**src/rtl/parity_rx_pkg.sv**
```systemverilog
// Shared types and constants for the parity frame receiver.
// The optional parity-error counter is enabled with PARITY_ERR_CNT_EN.
package parity_rx_pkg;

    typedef enum logic [2:0] {
        IDLE      = 3'd0,
        DATA      = 3'd1,
        PARITY    = 3'd2,
        STOP      = 3'd3,
        WAIT_HIGH = 3'd4
    } rx_state_t;

    localparam int ERR_CNT_W = 16;
    localparam logic [ERR_CNT_W-1:0] ERR_CNT_MAX = 16'hFFFF;

    // Parity mismatch for a word zero-extended to 16 bits (zero bits do not change the XOR).
    function automatic logic calc_par_err(input logic [15:0] word,
                                          input logic        par_bit,
                                          input logic        odd_par);
        logic x;
        x = (^word) ^ par_bit;
        return (x != odd_par);
    endfunction

endpackage

```
**src/rtl/par_rx_outbuf.sv**
```systemverilog
// One-entry valid/ready holding register for received words.
// A completion that finds the buffer full and not being popped is dropped
// and reported with a one-cycle overrun pulse; the held word is untouched.
module par_rx_outbuf #(
    parameter int DATA_W = 8
) (
    input  logic              clk_i,
    input  logic              rst_n_i,
    input  logic              load_i,
    input  logic [DATA_W-1:0] word_i,
    input  logic              par_err_i,
    input  logic              frame_err_i,
    input  logic              ready_i,
    output logic [DATA_W-1:0] data_o,
    output logic              par_err_o,
    output logic              frame_err_o,
    output logic              valid_o,
    output logic              overrun_o
);

    logic [DATA_W-1:0] data_q;
    logic              par_err_q;
    logic              frame_err_q;
    logic              valid_q;
    logic              overrun_q;

    // Load, replace, pop or drop the held word; overrun pulses for one cycle on a drop.
    always_ff @(posedge clk_i or negedge rst_n_i) begin
        if (!rst_n_i) begin
            data_q      <= '0;
            par_err_q   <= 1'b0;
            frame_err_q <= 1'b0;
            valid_q     <= 1'b0;
            overrun_q   <= 1'b0;
        end else begin
            if (load_i) begin
                if (!valid_q || ready_i) begin
                    data_q      <= word_i;
                    par_err_q   <= par_err_i;
                    frame_err_q <= frame_err_i;
                    valid_q     <= 1'b1;
                    overrun_q   <= 1'b0;
                end else begin
                    overrun_q   <= 1'b1;
                end
            end else begin
                overrun_q <= 1'b0;
                if (valid_q && ready_i) begin
                    valid_q <= 1'b0;
                end else begin
                    valid_q <= valid_q;
                end
            end
        end
    end

    assign data_o      = data_q;
    assign par_err_o   = par_err_q;
    assign frame_err_o = frame_err_q;
    assign valid_o     = valid_q;
    assign overrun_o   = overrun_q;

endmodule

```
**src/rtl/parity_frame_rx.sv**
```systemverilog
// Serial start/data/parity/stop frame receiver with parity and framing checks.
// Words are delivered through a one-entry valid/ready buffer (par_rx_outbuf).
// Optional feature: define PARITY_ERR_CNT_EN to add the saturating parity-error
// counter with its CntClr/ErrCount ports.
module parity_frame_rx
    import parity_rx_pkg::*;
#(
    parameter int DATA_W  = 8,
    parameter bit ODD_PAR = 1'b0
) (
    input  logic              Clk,
    input  logic              RstN,
    input  logic              BitEn,
    input  logic              SerIn,
    output logic [DATA_W-1:0] OutData,
    output logic              ParErr,
    output logic              FrameErr,
    output logic              OutValid,
    input  logic              OutReady,
    output logic              Overrun
`ifdef PARITY_ERR_CNT_EN
    ,
    input  logic                 CntClr,
    output logic [ERR_CNT_W-1:0] ErrCount
`endif
);

    localparam int IDX_W = (DATA_W > 1) ? $clog2(DATA_W) : 1;

    rx_state_t         state_q;
    logic [IDX_W-1:0]  idx_q;
    logic [DATA_W-1:0] data_q;
    logic [DATA_W-1:0] data_d;
    logic              par_q;

    logic              load_s;
    logic              par_err_s;
    logic              frame_err_s;

    // Next data word: the sampled bit lands at the current bit index, LSB first.
    always_comb begin
        data_d = data_q;
        for (int i = 0; i < DATA_W; i++) begin
            if (idx_q == IDX_W'(i)) begin
                data_d[i] = SerIn;
            end else begin
                data_d[i] = data_q[i];
            end
        end
    end

    // Frame FSM: advances only on bit strobes; reset discards any partial frame.
    always_ff @(posedge Clk or negedge RstN) begin
        if (!RstN) begin
            state_q <= IDLE;
            idx_q   <= '0;
            data_q  <= '0;
            par_q   <= 1'b0;
        end else if (BitEn) begin
            case (state_q)
                IDLE: begin
                    if (!SerIn) begin
                        state_q <= DATA;
                        idx_q   <= '0;
                    end else begin
                        state_q <= IDLE;
                    end
                end
                DATA: begin
                    data_q <= data_d;
                    if (idx_q == IDX_W'(DATA_W - 1)) begin
                        state_q <= PARITY;
                        idx_q   <= '0;
                    end else begin
                        idx_q   <= idx_q + 1'b1;
                    end
                end
                PARITY: begin
                    par_q   <= SerIn;
                    state_q <= STOP;
                end
                STOP: begin
                    // A low stop bit parks the receiver until the line returns high.
                    if (SerIn) begin
                        state_q <= IDLE;
                    end else begin
                        state_q <= WAIT_HIGH;
                    end
                end
                WAIT_HIGH: begin
                    if (SerIn) begin
                        state_q <= IDLE;
                    end else begin
                        state_q <= WAIT_HIGH;
                    end
                end
                default: begin
                    state_q <= IDLE;
                    idx_q   <= '0;
                end
            endcase
        end else begin
            state_q <= state_q;
        end
    end

    // Completion decode: the stop-bit sample loads the word and flags into the buffer.
    always_comb begin
        load_s      = 1'b0;
        frame_err_s = ~SerIn;
        par_err_s   = calc_par_err(16'(data_q), par_q, ODD_PAR);
        if (BitEn && (state_q == STOP)) begin
            load_s = 1'b1;
        end else begin
            load_s = 1'b0;
        end
    end

    par_rx_outbuf #(
        .DATA_W (DATA_W)
    ) u_outbuf (
        .clk_i       (Clk),
        .rst_n_i     (RstN),
        .load_i      (load_s),
        .word_i      (data_q),
        .par_err_i   (par_err_s),
        .frame_err_i (frame_err_s),
        .ready_i     (OutReady),
        .data_o      (OutData),
        .par_err_o   (ParErr),
        .frame_err_o (FrameErr),
        .valid_o     (OutValid),
        .overrun_o   (Overrun)
    );

`ifdef PARITY_ERR_CNT_EN
    logic [ERR_CNT_W-1:0] err_cnt_q;
    logic                 cnt_inc_s;

    // Only words actually accepted into the buffer are counted; drops are not.
    assign cnt_inc_s = load_s && par_err_s && (!OutValid || OutReady);

    // Saturating parity-error counter; clear wins over a same-edge increment.
    always_ff @(posedge Clk or negedge RstN) begin
        if (!RstN) begin
            err_cnt_q <= '0;
        end else if (CntClr) begin
            err_cnt_q <= '0;
        end else if (cnt_inc_s && (err_cnt_q != ERR_CNT_MAX)) begin
            err_cnt_q <= err_cnt_q + 16'd1;
        end else begin
            err_cnt_q <= err_cnt_q;
        end
    end

    assign ErrCount = err_cnt_q;
`else
    // No parity-error counter in this build.
`endif

endmodule

```
**config.mk**
```make
export PLATFORM = sky130hd
export DESIGN_NAME = parity_frame_rx
export DESIGN_NICKNAME = d
export VERILOG_FILES = /design/src/rtl/parity_rx_pkg.sv /design/src/rtl/par_rx_outbuf.sv /design/src/rtl/parity_frame_rx.sv
export SDC_FILE = /design/constraint.sdc
export NUM_CORES = 1
export LEC_CHECK = 0
export BUFFER_PORTS_ARGS = -buffer_cell sky130_fd_sc_hd__buf_4
export CAP_MARGIN = 15
export CORE_MARGIN = 2
export CORE_UTILIZATION = 50
export CTS_CLUSTER_DIAMETER = 50
export CTS_CLUSTER_SIZE = 40
export DETAILED_ROUTE_END_ITERATION = 10
export PLACE_DENSITY = 0.79
export SLEW_MARGIN = 20
export SYNTH_ARGS = -nofsm -noshare
export SYNTH_HDL_FRONTEND = slang
export SYNTH_SLANG_ARGS = --single-unit
```
**constraint.sdc**
```tcl
create_clock -name Clk -period 1.5 [get_ports Clk]
set_input_delay 0.15 -clock Clk [delete_from_list [all_inputs] [get_ports Clk]]
set_output_delay 0.15 -clock Clk [all_outputs]
set_load 0.05 [all_outputs]
```
**Yosys cells after proc, flatten, opt, wreduce, memory -nomap -nowiden**

Index checks and enable logic that the tools add are counted.

- Memories kept: 0
- Bits in read-only memories: 0
- Latch bits: 0
- Flip-flop bits (word level): 27
- Bits in writable memories: 0

- Bitwise gates (word level): 3
- Equality and inequality tests: 14
- Shift-type cells: 0
- Multipliers: 0
- Mux-type cells: 13
- Divide/modulo/power cells: 0
- $add $sub $neg: 1
- Magnitude comparators: 0
- Reductions and logical operators: 23

Operators by type and width:

| operator | number |
|---|---|
| $reduce_and 3->1 | 9 |
| $reduce_xor 16->1 | 1 |
| $eq 3x3->1 const B | 5 |
| $eq 3x2->1 const B | 4 |
| $mux 3 | 4 |
| $pmux 3 s4 | 1 |
| $pmux 3 s3 | 1 |
| $reduce_and 2->1 | 4 |
| $mux 1 | 7 |
| $eq 3x1->1 const B | 2 |
| $logic_not 3->1 | 2 |
| $ne 2x2->1 const B | 2 |
| $add 3x1->3 const B | 1 |
| $reduce_or 3->1 | 1 |
| $logic_and 1x1->1 | 2 |
| $ne 2x1->1 const B | 1 |
| $not 1->1 | 2 |
| $reduce_bool 2->1 | 1 |
| $reduce_or 2->1 | 1 |
| $logic_not 1->1 | 1 |
| $logic_or 1x1->1 | 1 |
| $xor 1x1->1 | 1 |

**Longest topological paths before layout**

- Depth after elaboration: 5
- Gate-level depth with buffers: 5
- Gate-level depth less buffers: 5

**Cells and area by module**

A second synthesis with hierarchy kept.

- Cells, all modules: 105
- Area total of the unflattened synthesis: 1426.4 sq um

By module, submodules not included:

| module | area an instance (sq um) | sequential area each (sq um) | cells each | times used |
|---|---|---|---|---|
| parity_frame_rx | 939.7 | 375.4 | 78 | 1 |
| par_rx_outbuf | 486.7 | 300.3 | 27 | 1 |

**Least setup slack after synthesis**

OpenSTA, ideal clock, no wires.

- Path kind: register -> register
- From: register u_outbuf.valid_q (netlist: u_outbuf.valid_o)
- To: register u_outbuf.data_q[0] (netlist: u_outbuf.data_o[0])
- Period minus slack after synthesis: 1474 ps
- Setup time: 125 ps
- Stages on the path, launching flop included: 5
- Path slack: 26 ps
- Data arrival time: 1350 ps
- Path buffers: 1
- Cells stage by stage: dfrtp_1 -> nand2b_1 -> nor2b_1 -> buf_4 -> mux2_2

- Longest elaborated chain between the ends: 3

RTL lines:

| what | RTL line | text |
|---|---|---|
| from (decl) | par_rx_outbuf.sv:24 | `logic valid_q;` |
| from (signal assigned) | par_rx_outbuf.sv:51 | `valid_q <= valid_q;` |
| $logic_not 1->1 | par_rx_outbuf.sv:37 | `if (!valid_q \|\| ready_i) begin` |
| $logic_or 1x1->1 | par_rx_outbuf.sv:37 |  |
| $reduce_and 2->1 (no line) | - |  |
| to (signal assigned) | par_rx_outbuf.sv:38 | `data_q <= word_i;` |
| to (decl) | par_rx_outbuf.sv:21 | `logic [DATA_W-1:0] data_q;` |

Every way passes these cells.
A chain may end at the register's enable or synchronous reset.

**Worst setup path in the final report**

- From: register data_q[5]
- To: register u_outbuf.par_err_q (netlist: u_outbuf.par_err_o)

- Longest elaborated chain between the ends: 2

RTL lines:

| what | RTL line | text |
|---|---|---|
| from (decl) | parity_frame_rx.sv:32 | `logic [DATA_W-1:0] data_q;` |
| from (signal assigned) | parity_frame_rx.sv:70 | `data_q <= data_d;` |
| $reduce_xor 16->1 | parity_rx_pkg.sv:21 | `x = (^word) ^ par_bit;` |
| $xor 1x1->1 | parity_rx_pkg.sv:21 |  |
| to (signal assigned) | par_rx_outbuf.sv:39 | `par_err_q <= par_err_i;` |
| to (decl) | par_rx_outbuf.sv:22 | `logic par_err_q;` |

Every way passes these cells.

==> metrics.md <==
| Metric | Value |
|---|---|
| Xor/xnor share of the synthesized area | 5.72% |
| Initial Utilization | 53.0% |
| Rel. slew slack | 77.1% |
| Post-synth EDFFs | 0 |
| Gr usage total | 16.7% |
| Global-route wire length before repair | 4020 um |
| Final TNS setup | 0 ps |
| Simple-Gate Fraction of Synth Area | 11.2% |
| Area after DPL | 1490 um2 |
| Total Wirelength | 2360 um |
| IO buf count | 16 |
| Drt via density | 5.40 |
| Routed Antenna Nets | 0 |
| Fin. max-slew vios | 0 |
| Die area | 3050 um2 |
| Routed len/inst | 14.7 um |
| Row count | 18 |
| CP Class | reg -> reg |
| Die Y | 55.2 um |
| Comb pwr share | 49.9% |
| VDD IR-drop max | 1.35 mV |
| Number of detailed-route iterations in the first pass | 4 |
| Synth unique cells | 28 |
| Worst r2r path cells | 4 |
| Core ar. | 2480 um2 |
| Post-synth ARST share | 100% |
| H-tree lvl count | 1 |
| Worst-Margin Slew | 343 ps |
| Antenna cells | 0 |
| Worst Path Required | 1740 ps |
| Hold path depth | 2 |
| NumNets Final | 143 |
| Fmax | 0.672 GHz |
| Cts bufs inserted | 3 |
| Largest net degree at the start of global routing | 28 |
| Reg2Reg Setup Slack | 10 ps |
| Status | completed |
| Synth-to-Final Area Change | 20.5% |
| Largest area contributor in the netlist | dfrtp_1 |
| Fillers | 192 |
| Top cell type's share of synthesized area | 51.5% |
| Design area | 1580 um2 |
| Synth Flop Type | dfrtp_1 |
| Sw Ratio | 40.5% |
| Setup-failing EPs final | 0 |
| Setup crit end kind | flip-flop |
| Pwr Density | 1940 nW/um2 |
| Crit path DAT | 1720 ps |
| Clock sink count | 27 |
| GRT Residual Overflow | 0 |
| Clock slew at reported path FFs | 140 ps |
| Syn avg cell area | 12.3 um2 |
| Fin crit period | 1490 ps |
| CP Launch Type | flip-flop |
| Post-synthesis mux area share | 17.1% |
| Largest family of logic cells by synthesized area | multiplexers |
| Yosys warnings | 0 |
| Clk buf depth | 2 |
| Syn Inst Count | 107 |
| Worst clock skew | 6.89 ps |
| Clk pwr share | 10.2% |
| Final period utilization | 99.2% |
| Placed wire-length estimate | 1660 um |
| Critical path peak fanout | 3 |
| Via count | 869 |
| Synth Net Count | 118 |
| Post-synthesis adder-cell area fraction | 5.72% |
| Layout cells sized above 1 | 41.2% |
| DRC Markers | 0 |
| Sequential-to-total area share from yosys stat | 51.5% |
| Compound-cell area share of the yosys netlist | 5.82% |
| Worst-Skew Late Latency | 330 ps |
| Mapped cell area | 1310 um2 |
| Placer Congestion | 0.829 |
| Initial antenna violation count | 0 |
| Die width | 55.2 um |
| Final hold viol count | 0 |
| CTS tree | yes |
| # Max-Cap Violations | 0 |
| HP Class | in -> reg |
| Drt initial violations | 15 |
| # IOs | 17 |
| Clock Tree Root | clkbuf_4 |
| Vias in the first global route | 877 |
| RSZ-0062 raised after global routing | true |
| Net Sw Power | 0.00124 W |
| Leak | 0.756 nW |
| Yosys reg bits | 27 |
| Cell-internal power | 0.00182 W |
| Sequential Power Share | 39.9% |
| Synth top area cells | dfrtp_1, mux2_2, ha_1, nand2_1, xnor2_1 |
-- sequential cells by signal, summed over array words and instances (netlist names) --
register / flops
idx_q: 3
par_q: 1
u_outbuf.overrun_o: 1
state_q: 3
u_outbuf.par_err_o: 1
u_outbuf.valid_o: 1
u_outbuf.data_o: 8
data_q: 8
u_outbuf.frame_err_o: 1
-- cell families after synthesis --
kind of cell / count (synthesis)
buffers and inverters: 9
AOI/OAI and AO/OA: 10
DFF: 27
xor gates and xnor gates: 7
muxes: 20
and+or+nand+nor: 28
adders and majority gates: 6
-- cell usage in the layout, fill, tap and decap left out, types with 2 or more instances in the layout --
master / count
dfrtp_2: 2
mux2_2: 19
ha_1: 4
nand3_1: 2
o21ai_0: 2
o31ai_1: 3
nand2_1: 13
xnor2_2: 2
clkbuf_4: 3
or2b_1: 2
xnor2_1: 3
nor2_1: 4
dfrtp_1: 25
inv_1: 6
and2_4: 2
buf_4: 21
-- power by group through the flow --
stage	Clock (W)	Sequential (W)	Combinational [W]
final	0.000313	0.00122	0.00153
after global routing	0.000357	0.00126	0.00165
after CTS	0.000328	0.00120	0.00151
after detailed placement	0	0.00121	0.00149
after global placement	0	0.00119	0.00145
after floorplan	0	0.00148	0.000835
-- worst paths after layout --
| kind | start | endpoint |
|---|---|---|
| setup reg to reg | data_q[5] | u_outbuf.par_err_o |
| setup / recovery | data_q[5] | u_outbuf.par_err_o |
| hold / removal | BitEn | state_q[1] |
| max in group asynchronous | RstN | state_q[2] |
| hold reg to reg | u_outbuf.data_o[2] | u_outbuf.data_o[2] |
| min in group asynchronous | RstN | idx_q[2] |
-- Yosys cell counts, drive strengths merged, types with 2 or more instances --
cell,number
mux2,19
inv,6
o21ai,2
nand3,2
ha,6
o31ai,3
xnor2,5
dfrtp,27
nor2,4
and2,2
buf,2
or2b,2
nand2,13
-- metal layers --
layer | up-vias | global-route usage (%) | part of all wire [%]
li1 | 415 | - | -
met1 | 427 | 20.2 | 42
met2 | 20 | 27.6 | 52
met3 | 7 | 3.28 | 3.4
met4 | 0 | 10.1 | 3.0
met5 | - | 0 | 0
-- timing repair --
item	4_1_cts	5_1_grt
pin swaps	0	3
hold endpoints to repair	27	0
endpoints found under the setup margin	1	12
gates resized for setup	1	8
buffers inserted	0	1
hold buffers	1	0
-- through the flow --
stage	total power (W)	std cells	hold slack, ps	util [%]	setup WS, ps
global route	0.00327	161	67.5	63.8	-56.5
floorplan	0.00232	107	-146	-	25.5
detailed placement	0.00270	155	81.8	60.2	8.56
finish	0.00306	161	78.5	63.8	12.4
global placement	0.00264	155	76.4	60.2	31.3
CTS	0.00304	160	43.9	62.0	13.7
-- area by class of cell --
| class | count | area [um2] | share of cell area, % |
|---|---|---|---|
| clock buffers | 4 | 26.3 | 1.66 |
| inverters | 6 | 22.5 | 1.42 |
| multi-input cells | 71 | 638 | 40.3 |
| flip-flops and latches | 27 | 678 | 42.9 |
| well taps | 30 | 37.5 | 2.37 |
| repair buffers | 23 | 179 | 11.3 |
-- worst max-delay path, stage by stage, from the launching register on --
cell and delay, ps:
dfrtp_1 430, xnor2_1 160, xnor3_1 410, xnor2_1 130, mux2_2 260
Note: power is estimated with default switching activity, not from simulation.
